<file path="src/rtl/icache_l2_req_arbiter.sv">
// icache_l2_req_arbiter
// Merges I$ line-fill misses and non-cacheable fetch requests onto the single
// L2 request channel. Only one transaction is outstanding at a time, and the
// L2 response is steered back to whichever source issued the request.
//
// Handshake: l2_req_valid_o rises in REQ and holds with a stable address until
// the cycle in which l2_req_ready_i is also high. The I$ request is taken on
// ic_req_valid_i & ic_req_ready_o. NC requests are single-cycle pulses with no
// backpressure. A pulse that cannot be served at once is parked in a
// one-entry pending slot. A later pulse overwrites that slot.
module icache_l2_req_arbiter #(
  parameter int unsigned PADDR_W     = 40,
  parameter int unsigned LINE_W      = 256,
  parameter int unsigned LINE_BYTES  = 32,
  parameter int unsigned TIMEOUT_CYC = 1024
) (
  input  logic               clk_i,
  input  logic               rstn_i,
  input  logic               flush_i,
  input  logic               ic_req_valid_i,
  input  logic [PADDR_W-1:0] ic_req_paddr_i,
  output logic               ic_req_ready_o,
  input  logic               nc_req_valid_i,
  input  logic [PADDR_W-1:0] nc_req_paddr_i,
  output logic               l2_req_valid_o,
  input  logic               l2_req_ready_i,
  output logic [PADDR_W-1:0] l2_req_paddr_o,
  output logic               l2_req_nc_o,
  input  logic               l2_resp_valid_i,
  input  logic [LINE_W-1:0]  l2_resp_data_i,
  output logic               ic_resp_valid_o,
  output logic [LINE_W-1:0]  ic_resp_data_o,
  output logic               nc_grant_valid_o,
  output logic [LINE_W-1:0]  nc_resp_data_o,
  output logic               err_timeout_o,
  output logic               err_proto_o,
  output logic [1:0]         dbg_state_o
);

  localparam int unsigned LINE_OFF_W = $clog2(LINE_BYTES);
  localparam int unsigned TMO_W      = $clog2(TIMEOUT_CYC + 1);

  typedef enum logic [1:0] {
    S_IDLE  = 2'd0,
    S_REQ   = 2'd1,
    S_WAIT  = 2'd2,
    S_DRAIN = 2'd3
  } state_t;

  state_t             r_state;
  state_t             w_state_nxt;
  logic               r_owner_nc;
  logic [PADDR_W-1:0] r_addr;
  logic               r_nc_pend;
  logic [PADDR_W-1:0] r_nc_pend_addr;
  logic               r_kill;
  logic [TMO_W-1:0]   r_tmo_cnt;
  logic               r_err_timeout;
  logic               r_err_proto;

  logic [PADDR_W-1:0] w_nc_addr_aln;
  logic [PADDR_W-1:0] w_ic_addr_aln;
  logic               w_in_idle;
  logic               w_ic_ready;
  logic               w_take_nc;
  logic               w_take_ic;
  logic               w_ic_flush;
  logic               w_waiting;
  logic               w_waiting_nxt;
  logic               w_unused;

  // NC reads are 8-byte granules; I$ fills are whole lines.
  assign w_nc_addr_aln = {nc_req_paddr_i[PADDR_W-1:3], 3'b000};
  assign w_ic_addr_aln = {ic_req_paddr_i[PADDR_W-1:LINE_OFF_W], {LINE_OFF_W{1'b0}}};
  assign w_unused      = ^{nc_req_paddr_i[2:0], ic_req_paddr_i[LINE_OFF_W-1:0]};

  assign w_in_idle  = (r_state == S_IDLE);
  // Gated by rstn_i so that every output reads 0 while reset is asserted.
  assign w_ic_ready = rstn_i & w_in_idle & ~nc_req_valid_i & ~r_nc_pend & ~flush_i;
  // NC wins in IDLE. A live pulse takes precedence over the parked one.
  assign w_take_nc  = w_in_idle & (nc_req_valid_i | r_nc_pend);
  assign w_take_ic  = w_in_idle & ~w_take_nc & ic_req_valid_i & w_ic_ready;
  // A flush only affects an I$-owned transaction; NC grants are always delivered.
  assign w_ic_flush = flush_i & ~r_owner_nc;

  assign w_waiting     = (r_state == S_WAIT) | (r_state == S_DRAIN);
  assign w_waiting_nxt = (w_state_nxt == S_WAIT) | (w_state_nxt == S_DRAIN);

  // State register.
  always_ff @(posedge clk_i or negedge rstn_i) begin
    if (!rstn_i) r_state <= S_IDLE;
    else         r_state <= w_state_nxt;
  end

  // Next-state logic.
  always_comb begin
    w_state_nxt = r_state;
    unique case (r_state)
      S_IDLE:  if (w_take_nc || w_take_ic) w_state_nxt = S_REQ;
      // The request still completes its handshake after a flush. Its response is then dropped.
      S_REQ:   if (l2_req_ready_i) w_state_nxt = (r_kill || w_ic_flush) ? S_DRAIN : S_WAIT;
      // A response that arrives with a flush is consumed, but is not forwarded.
      S_WAIT:  if (l2_resp_valid_i) w_state_nxt = S_IDLE;
               else if (w_ic_flush) w_state_nxt = S_DRAIN;
      S_DRAIN: if (l2_resp_valid_i) w_state_nxt = S_IDLE;
      default: w_state_nxt = S_IDLE;
    endcase
  end

  // Output decode. The response valids are combinational, in the same cycle as the L2 response.
  always_comb begin
    l2_req_valid_o   = (r_state == S_REQ);
    l2_req_paddr_o   = r_addr;
    l2_req_nc_o      = (r_state == S_REQ) & r_owner_nc;
    ic_resp_valid_o  = (r_state == S_WAIT) & ~r_owner_nc & l2_resp_valid_i & ~flush_i;
    nc_grant_valid_o = (r_state == S_WAIT) & r_owner_nc & l2_resp_valid_i;
    ic_req_ready_o   = w_ic_ready;
    dbg_state_o      = r_state;
  end

  assign ic_resp_data_o = l2_resp_data_i;
  assign nc_resp_data_o = l2_resp_data_i;
  assign err_timeout_o  = r_err_timeout;
  assign err_proto_o    = r_err_proto;

  // Source select, request address latch and the single NC pending slot.
  always_ff @(posedge clk_i or negedge rstn_i) begin
    if (!rstn_i) begin
      r_owner_nc     <= 1'b0;
      r_addr         <= '0;
      r_nc_pend      <= 1'b0;
      r_nc_pend_addr <= '0;
    end else if (w_take_nc) begin
      r_addr     <= nc_req_valid_i ? w_nc_addr_aln : r_nc_pend_addr;
      r_owner_nc <= 1'b1;
      r_nc_pend  <= 1'b0;
    end else if (w_take_ic) begin
      r_addr     <= w_ic_addr_aln;
      r_owner_nc <= 1'b0;
    end else if (nc_req_valid_i) begin
      r_nc_pend      <= 1'b1;
      r_nc_pend_addr <= w_nc_addr_aln;
    end
  end

  // Remember a flush that arrives while an I$ request waits for acceptance.
  always_ff @(posedge clk_i or negedge rstn_i) begin
    if (!rstn_i)                                     r_kill <= 1'b0;
    else if ((r_state == S_REQ) && !l2_req_ready_i)  r_kill <= r_kill | w_ic_flush;
    else                                             r_kill <= 1'b0;
  end

  // Response timeout counter: restarts on entry to WAIT/DRAIN and saturates.
  always_ff @(posedge clk_i or negedge rstn_i) begin
    if (!rstn_i)                                     r_tmo_cnt <= '0;
    else if (w_waiting_nxt && (w_state_nxt != r_state)) r_tmo_cnt <= '0;
    else if (w_waiting && (r_tmo_cnt != TMO_W'(TIMEOUT_CYC)))
                                                     r_tmo_cnt <= r_tmo_cnt + TMO_W'(1);
  end

  // Sticky debug flags. Only reset clears them.
  always_ff @(posedge clk_i or negedge rstn_i) begin
    if (!rstn_i) begin
      r_err_timeout <= 1'b0;
      r_err_proto   <= 1'b0;
    end else begin
      r_err_timeout <= r_err_timeout | (w_waiting && (r_tmo_cnt == TMO_W'(TIMEOUT_CYC)));
      r_err_proto   <= r_err_proto | (l2_resp_valid_i & ((r_state == S_IDLE) | (r_state == S_REQ)));
    end
  end

endmodule

</file>
<file path="config.mk">
export PLATFORM = sky130hd
export DESIGN_NAME = icache_l2_req_arbiter
export DESIGN_NICKNAME = d
export VERILOG_FILES = /design/src/rtl/icache_l2_req_arbiter.sv
export SDC_FILE = /design/constraint.sdc
export NUM_CORES = 1
export LEC_CHECK = 0
export CORE_AREA = 5 5 354 356
export CTS_BUF_LIST = sky130_fd_sc_hd__clkbuf_8
export DETAILED_ROUTE_END_ITERATION = 8
export DIE_AREA = 0 0 359 361
export DONT_BUFFER_PORTS = 1
export MAX_ROUTING_LAYER = met4
export PLACE_DENSITY = 0.3
export SYNTH_ARGS = -nofsm -noshare
export SYNTH_HDL_FRONTEND = slang
export SYNTH_SLANG_ARGS = --single-unit
</file>
<file path="constraint.sdc">
create_clock -name clk_i -period 2.4 [get_ports clk_i]
set_input_delay 0.6 -clock clk_i [delete_from_list [all_inputs] [get_ports clk_i]]
set_output_delay 0.6 -clock clk_i [all_outputs]
set_load 0.01 [all_outputs]
</file>
Yosys cells after proc, flatten, opt, wreduce, memory -nomap -nowiden
Index checks and enable logic that the tools add are counted.
- latch bits: 0
- output and inout bits: 561
- logic and storage cells: 79
- register bits: 98
- memory bits (writable): 0
- input port bits: 343
- ROM bits: 0
- memories: 0
- shift-type cells: 0
- div/mod/pow operators: 0
- mux-type cells: 18
- magnitude comparators: 0
- bitwise logic cells: 29
- $add $sub $neg: 1
- $mul: 0
- equal/unequal tests: 9
- reduce and logical (&&, ||, !) cells: 13
- operators with widths (operator ; count):
    two-way mux 40 bit ; 3
    two-way mux 11 bit ; 2
    bitwise AND 1 bit ; 16
    adder 11 x 1 -> 11 bit, second input constant ; 1
    == test 11 bit, second input constant ; 1
    inequality test 11 bit, second input constant ; 1
    two-way mux 2 bit ; 5
    == test 2 bit, second input constant ; 4
    case mux 2 bit (4 select lines) ; 1
    two-way mux 1 bit ; 7
    bitwise OR 1 bit ; 7
    NOT 1 bit ; 6
    nonzero test 2 bit ; 3
    logical AND 1 bit ; 4
    AND reduction 2 bit ; 2
    == test 2 x 1 -> 1 bit, second input constant ; 1
    zero test 2 bit ; 1
    logical OR 1 bit ; 2
    inequality test 2 bit ; 1
    inequality test 2 bit, second input constant ; 1
    zero test 1 bit ; 1

Logic depth before layout (Yosys ltp)
Gate-level depths: netlist of the first run.
- depth in word-level cells: 13
- gate-level depth with buffers: 7
- gate-level depth less buffers: 5

Worst setup path after synthesis of the first run
OpenSTA, ideal clock, no wires.
- path kind: input to register
- start: input port nc_req_valid_i
- end: register r_addr[33] (netlist: l2_req_paddr_o[33])
- data arrival time: 1875 ps
- slack: 399 ps
- data required time: 2274 ps
- library setup time: 126 ps
- cell stages on the path: 6
- cells stage by stage: clkbuf_1 buf_2 buf_2 mux2i_1 nor2_1 a221o_1
- longest elaborated chain between the ends: 7
- elaborated cells on any way between the ends: 13
- ends and longest elaborated chain (item ; RTL line ; RTL):
    from (decl) ; 23 ; input logic nc_req_valid_i,
    bitwise OR 1 bit ; 81 ; assign w_take_nc = w_in_idle & (nc_req_valid_i | r_nc_pend);
    bitwise AND 1 bit ; 81 ;
    NOT 1 bit (no source line) ; -- ;
    bitwise AND 1 bit (3 in series) ; 82 ; assign w_take_ic = w_in_idle & ~w_take_nc & ic_req_valid_i & w_ic_ready;
    nonzero test 2 bit (no source line) ; -- ;
    to (signal assigned) ; 134 ; r_addr <= nc_req_valid_i ? w_nc_addr_aln : r_nc_pend_addr;
    to (signal assigned) ; 138 ; r_addr <= w_ic_addr_aln;
    to (decl) ; 53 ; logic [PADDR_W-1:0] r_addr;
Several ways; a longest one is shown, not always the timed one.
A chain may end at the register's enable or synchronous reset.

Final worst setup path of the first run
- start: register r_state[1] (netlist: dbg_state_o[1])
- end: output port ic_req_ready_o
- longest elaborated chain between the ends: 5
- ends and longest elaborated chain (item ; RTL line ; RTL):
    from (decl) ; 50 ; state_t r_state;
    from (signal assigned) ; 92 ; else r_state <= w_state_nxt;
    zero test 2 bit ; 77 ; assign w_in_idle = (r_state == S_IDLE);
    bitwise AND 1 bit (4 in series) ; 79 ; assign w_ic_ready = rstn_i & w_in_idle & ~nc_req_valid_i & ~r_nc_pend & ~flush_i;
    to (decl) ; 22 ; output logic ic_req_ready_o,
Every way passes these cells.

==> results of run 1 <==
## synthesized netlist by cell type, types with 4 or more instances
cell type	number
a221o_1	35
a21oi_1	35
nor3_1	4
mux2_2	21
dfrtp_1	98
and2_1	5
buf_4	512
clkbuf_1	11
nand4_1	4
nor2_1	48
or3_1	4
mux2i_1	38
o21ai_0	6
nand2_1	5
inv_1	7
buf_2	10
## layout make-up
cell class	instances	area (um^2)
antenna	6	15.0
clock buffer	9	124
clock inverter	7	72.6
fill	14418	115000
inverter	7	26.3
multi-input combinational	241	1810
sequential	98	2450
tap	1625	2030
timing repair buffer	10	87.6
## power by group
| part | internal (mW) | total (mW) | switching, mW |
|---|---|---|---|
| combinational | 0.868 | 1.85 | 0.980 |
| clock | 0.405 | 1.20 | 0.796 |
| sequential | 2.30 | 2.97 | 0.667 |
## final timing paths
check	to	slack, ns	startpoint
max	ic_req_ready_o	0.15	dbg_state_o[1]
min	l2_req_paddr_o[37]	-0.19	rstn_i
max reg2reg	l2_req_paddr_o[8]	0.39	dbg_state_o[1]
min reg2reg	r_nc_pend_addr[2]	0.50	r_nc_pend_addr[2]
max in group asynchronous	l2_req_paddr_o[19]	2.34	rstn_i
min in group clk_i	r_kill	0.20	l2_req_ready_i
## metal layers
| layer | GRT usage, % | share of wire [%] | up-vias |
|---|---|---|---|
| li1 | - | - | 1368 |
| met1 | 3.32 | 27 | 1618 |
| met2 | 6.45 | 44 | 560 |
| met3 | 4.57 | 21 | 152 |
| met4 | 3.04 | 7.3 | 0 |
| met5 | - | 0 | - |
## through the flow
| stage | hold WS [ns] | instances | utilization (%) |
|---|---|---|---|
| 6_report | -0.189 | 2003 | 5.46 |
| 5_1_grt | -0.288 | 1999 | 5.45 |
| 4_1_cts | -0.282 | 1997 | 5.44 |
| 3_5_place_dp | 0.308 | 1981 | 5.27 |
| 3_3_place_gp | 0.309 | 1981 | 5.27 |
| 2_1_floorplan | 0.304 | 884 | - |
## registers in the layout, indices dropped and copies added, names as in the netlist
name / count
r_tmo_cnt: 11
err_timeout_o: 1
r_owner_nc: 1
r_nc_pend_addr: 40
err_proto_o: 1
r_kill: 1
dbg_state_o: 2
l2_req_paddr_o: 40
r_nc_pend: 1
## cell families (layout without fill, tap and decap cells)
logic type	count (synthesis)	after routing	synth area share [%]
AO/OA/AOI/OAI	89	89	8.05
XOR/XNOR	6	6	0.638
adder cells (fa/ha/maj)	2	2	0.304
buffers and inverters	545	33	48.6
flip-flops	98	98	29.8
multiplexers	59	59	7.48
other	0	6	0
AND/OR/NAND/NOR	85	85	5.22
## what timing repair did
item,4_1_cts,5_1_grt
setup endpoints to repair,3,0
hold endpoints to repair,98,98
resized for setup,3,0
setup buffers,0,0
==> impl_metrics.csv, run 1 <==
group,metric,value,unit
setup_path,crit_cells,2,
setup_path,crit_buf_inv,0,
setup_path,ff2ff_path_depth,5,
cells_and_area,syn_to_final_growth,-19.6,%
synth,synth_top_area_share,46.6,%
sta,final_hold_viol_count,98,
die,ioPinCount,904,
setup_path,critical-path-top-delay-family,"simple AND/OR/NAND/NOR gates",
synth,netlist_area,8240,um^2
synth,synth_seq_cells,98,
setup_path,critical_path.startpoint_type,"flip-flop",
setup_path,arrival,1.65,ns
synth,postSynthCellCount,884,
cts,cts_buffers,9,
cells_and_area,layout.nets,712,
global_route,track_usage,4.45,%
placement,gp_congestion,0.707,
detailed_routing,first_pass_iters,4,
synth,ys_seq_area_share,29.8,%
die,chipHeight,361,um
detailed_routing,wl_per_cell,14.6,um
die,die_area,130000,um^2
synth,synth_edf_count,0,
sta,slew_viol_final,0,
die,start_util,6.79,%
sta,max_freq,445,MHz
setup_path,cpPeakStageDelay,0.50,ns
run_status,violations,"negative hold slack",
die,die_x,359,um
cts,cts_max_path_buffers,2,
pwr,power_density,909,nW/um^2
sta,fin_crit,2.25,ns
placement,port_buffers,0,
cts,clock_sinks,98,
sta,setup_tns,0,ns
global_route,grt_overflow,0,
cts,cts_tree,"yes",
pwr,total_power,6.02,mW
run_status,outcome,"finished, violations left",
setup_path,crit_path_top_delay_cell,"dfrtp_2",
setup_path,cp.required,1.80,ns
cts,path_clk_slew,0.13,ns
setup_path,path_cells,"nor4_4 -> and3b_1",
job,max-cap-violations,0,
setup_path,cp-end-kind,"output pin",
placement,pre_cts_slack,0.297,ns
detailed_routing,drtIter0Drc,175,
sta,hold_ws,-0.189,ns
synth,yosys_warnings,0,
sta,setup_viol,0,
placement,dpl_cell_area,6400,um^2
setup_path,crit_type,"flip-flop to output pin",
synth,syn-mean-instance-area,9.32,um^2
cts,clk_latency,0.47,ns
sta,skew,0.0226,ns
pwr,p_leak,2.07,nW
global_route,grt_max_degree,101,
detailed_routing,antenna_left,0,
global_route,grt_pass1_wl,37900,um
detailed_routing,drc,0,
synth,synth_async_sr_flop_share,100,%
synth,synth_flop_cell,"dfrtp_1",
die,row_count,128,
cells_and_area,stdcell_area,6620,um^2
synth,syn_nets,1229,
sta,setup_ws,0.154,ns
detailed_routing,num_vias,3698,
sta,max-slew-margin-rel,45.9,%
synth,yosys.area.top_type,"buf_4",
global_route,grt_pass1_vias,3959,
setup_path,path_max_fanout,8,
synth,ys_top_cells_by_area,"buf_4 (47%), dfrtp_1 (30%), mux2i_1 (4.6%)",
sta,fin_crit_sh,93.6,%
synth,synth_cell_type_count,41,
placement,dpl.hpwl,23600,um
cells_and_area,drive_gt1_share,15.3,%
global_route,antenna_found_initial,2,
worst_hold_path,hp-class,"primary input to async pin",
detailed_routing,wl,29200,um
detailed_routing,vias_per_cell,1.85,
cells_and_area,most-common-layout-cells,"dfrtp_1 (97), nor2_1 (48), mux2i_1 (38), a21oi_1 (35), a221o_1 (35)",
sta,tightest_slew,0.812,ns
cts,root_buffer,"clkbuf_8",
cells_and_area,layout_commonest_cell,"dfrtp_1",
pwr,ir_drop,0.399,mV
die,core-area,121000,um^2
cts,htree_num_levels,3,
(Power assumes the default switching activity.)
==> inputs of run 2 (changes only) <==
--- a/config.mk
+++ b/config.mk
@@ -12,6 +12,8 @@
 export DONT_BUFFER_PORTS = 1
 export MAX_ROUTING_LAYER = met4
 export PLACE_DENSITY = 0.3
+export RECOVER_POWER = 25
 export SYNTH_ARGS = -nofsm -noshare
 export SYNTH_HDL_FRONTEND = slang
 export SYNTH_SLANG_ARGS = --single-unit
+export TNS_END_PERCENT = 50
==> results of run 2 <==
Same layout as run 1: the final DEF is identical, and so are final timing and power.
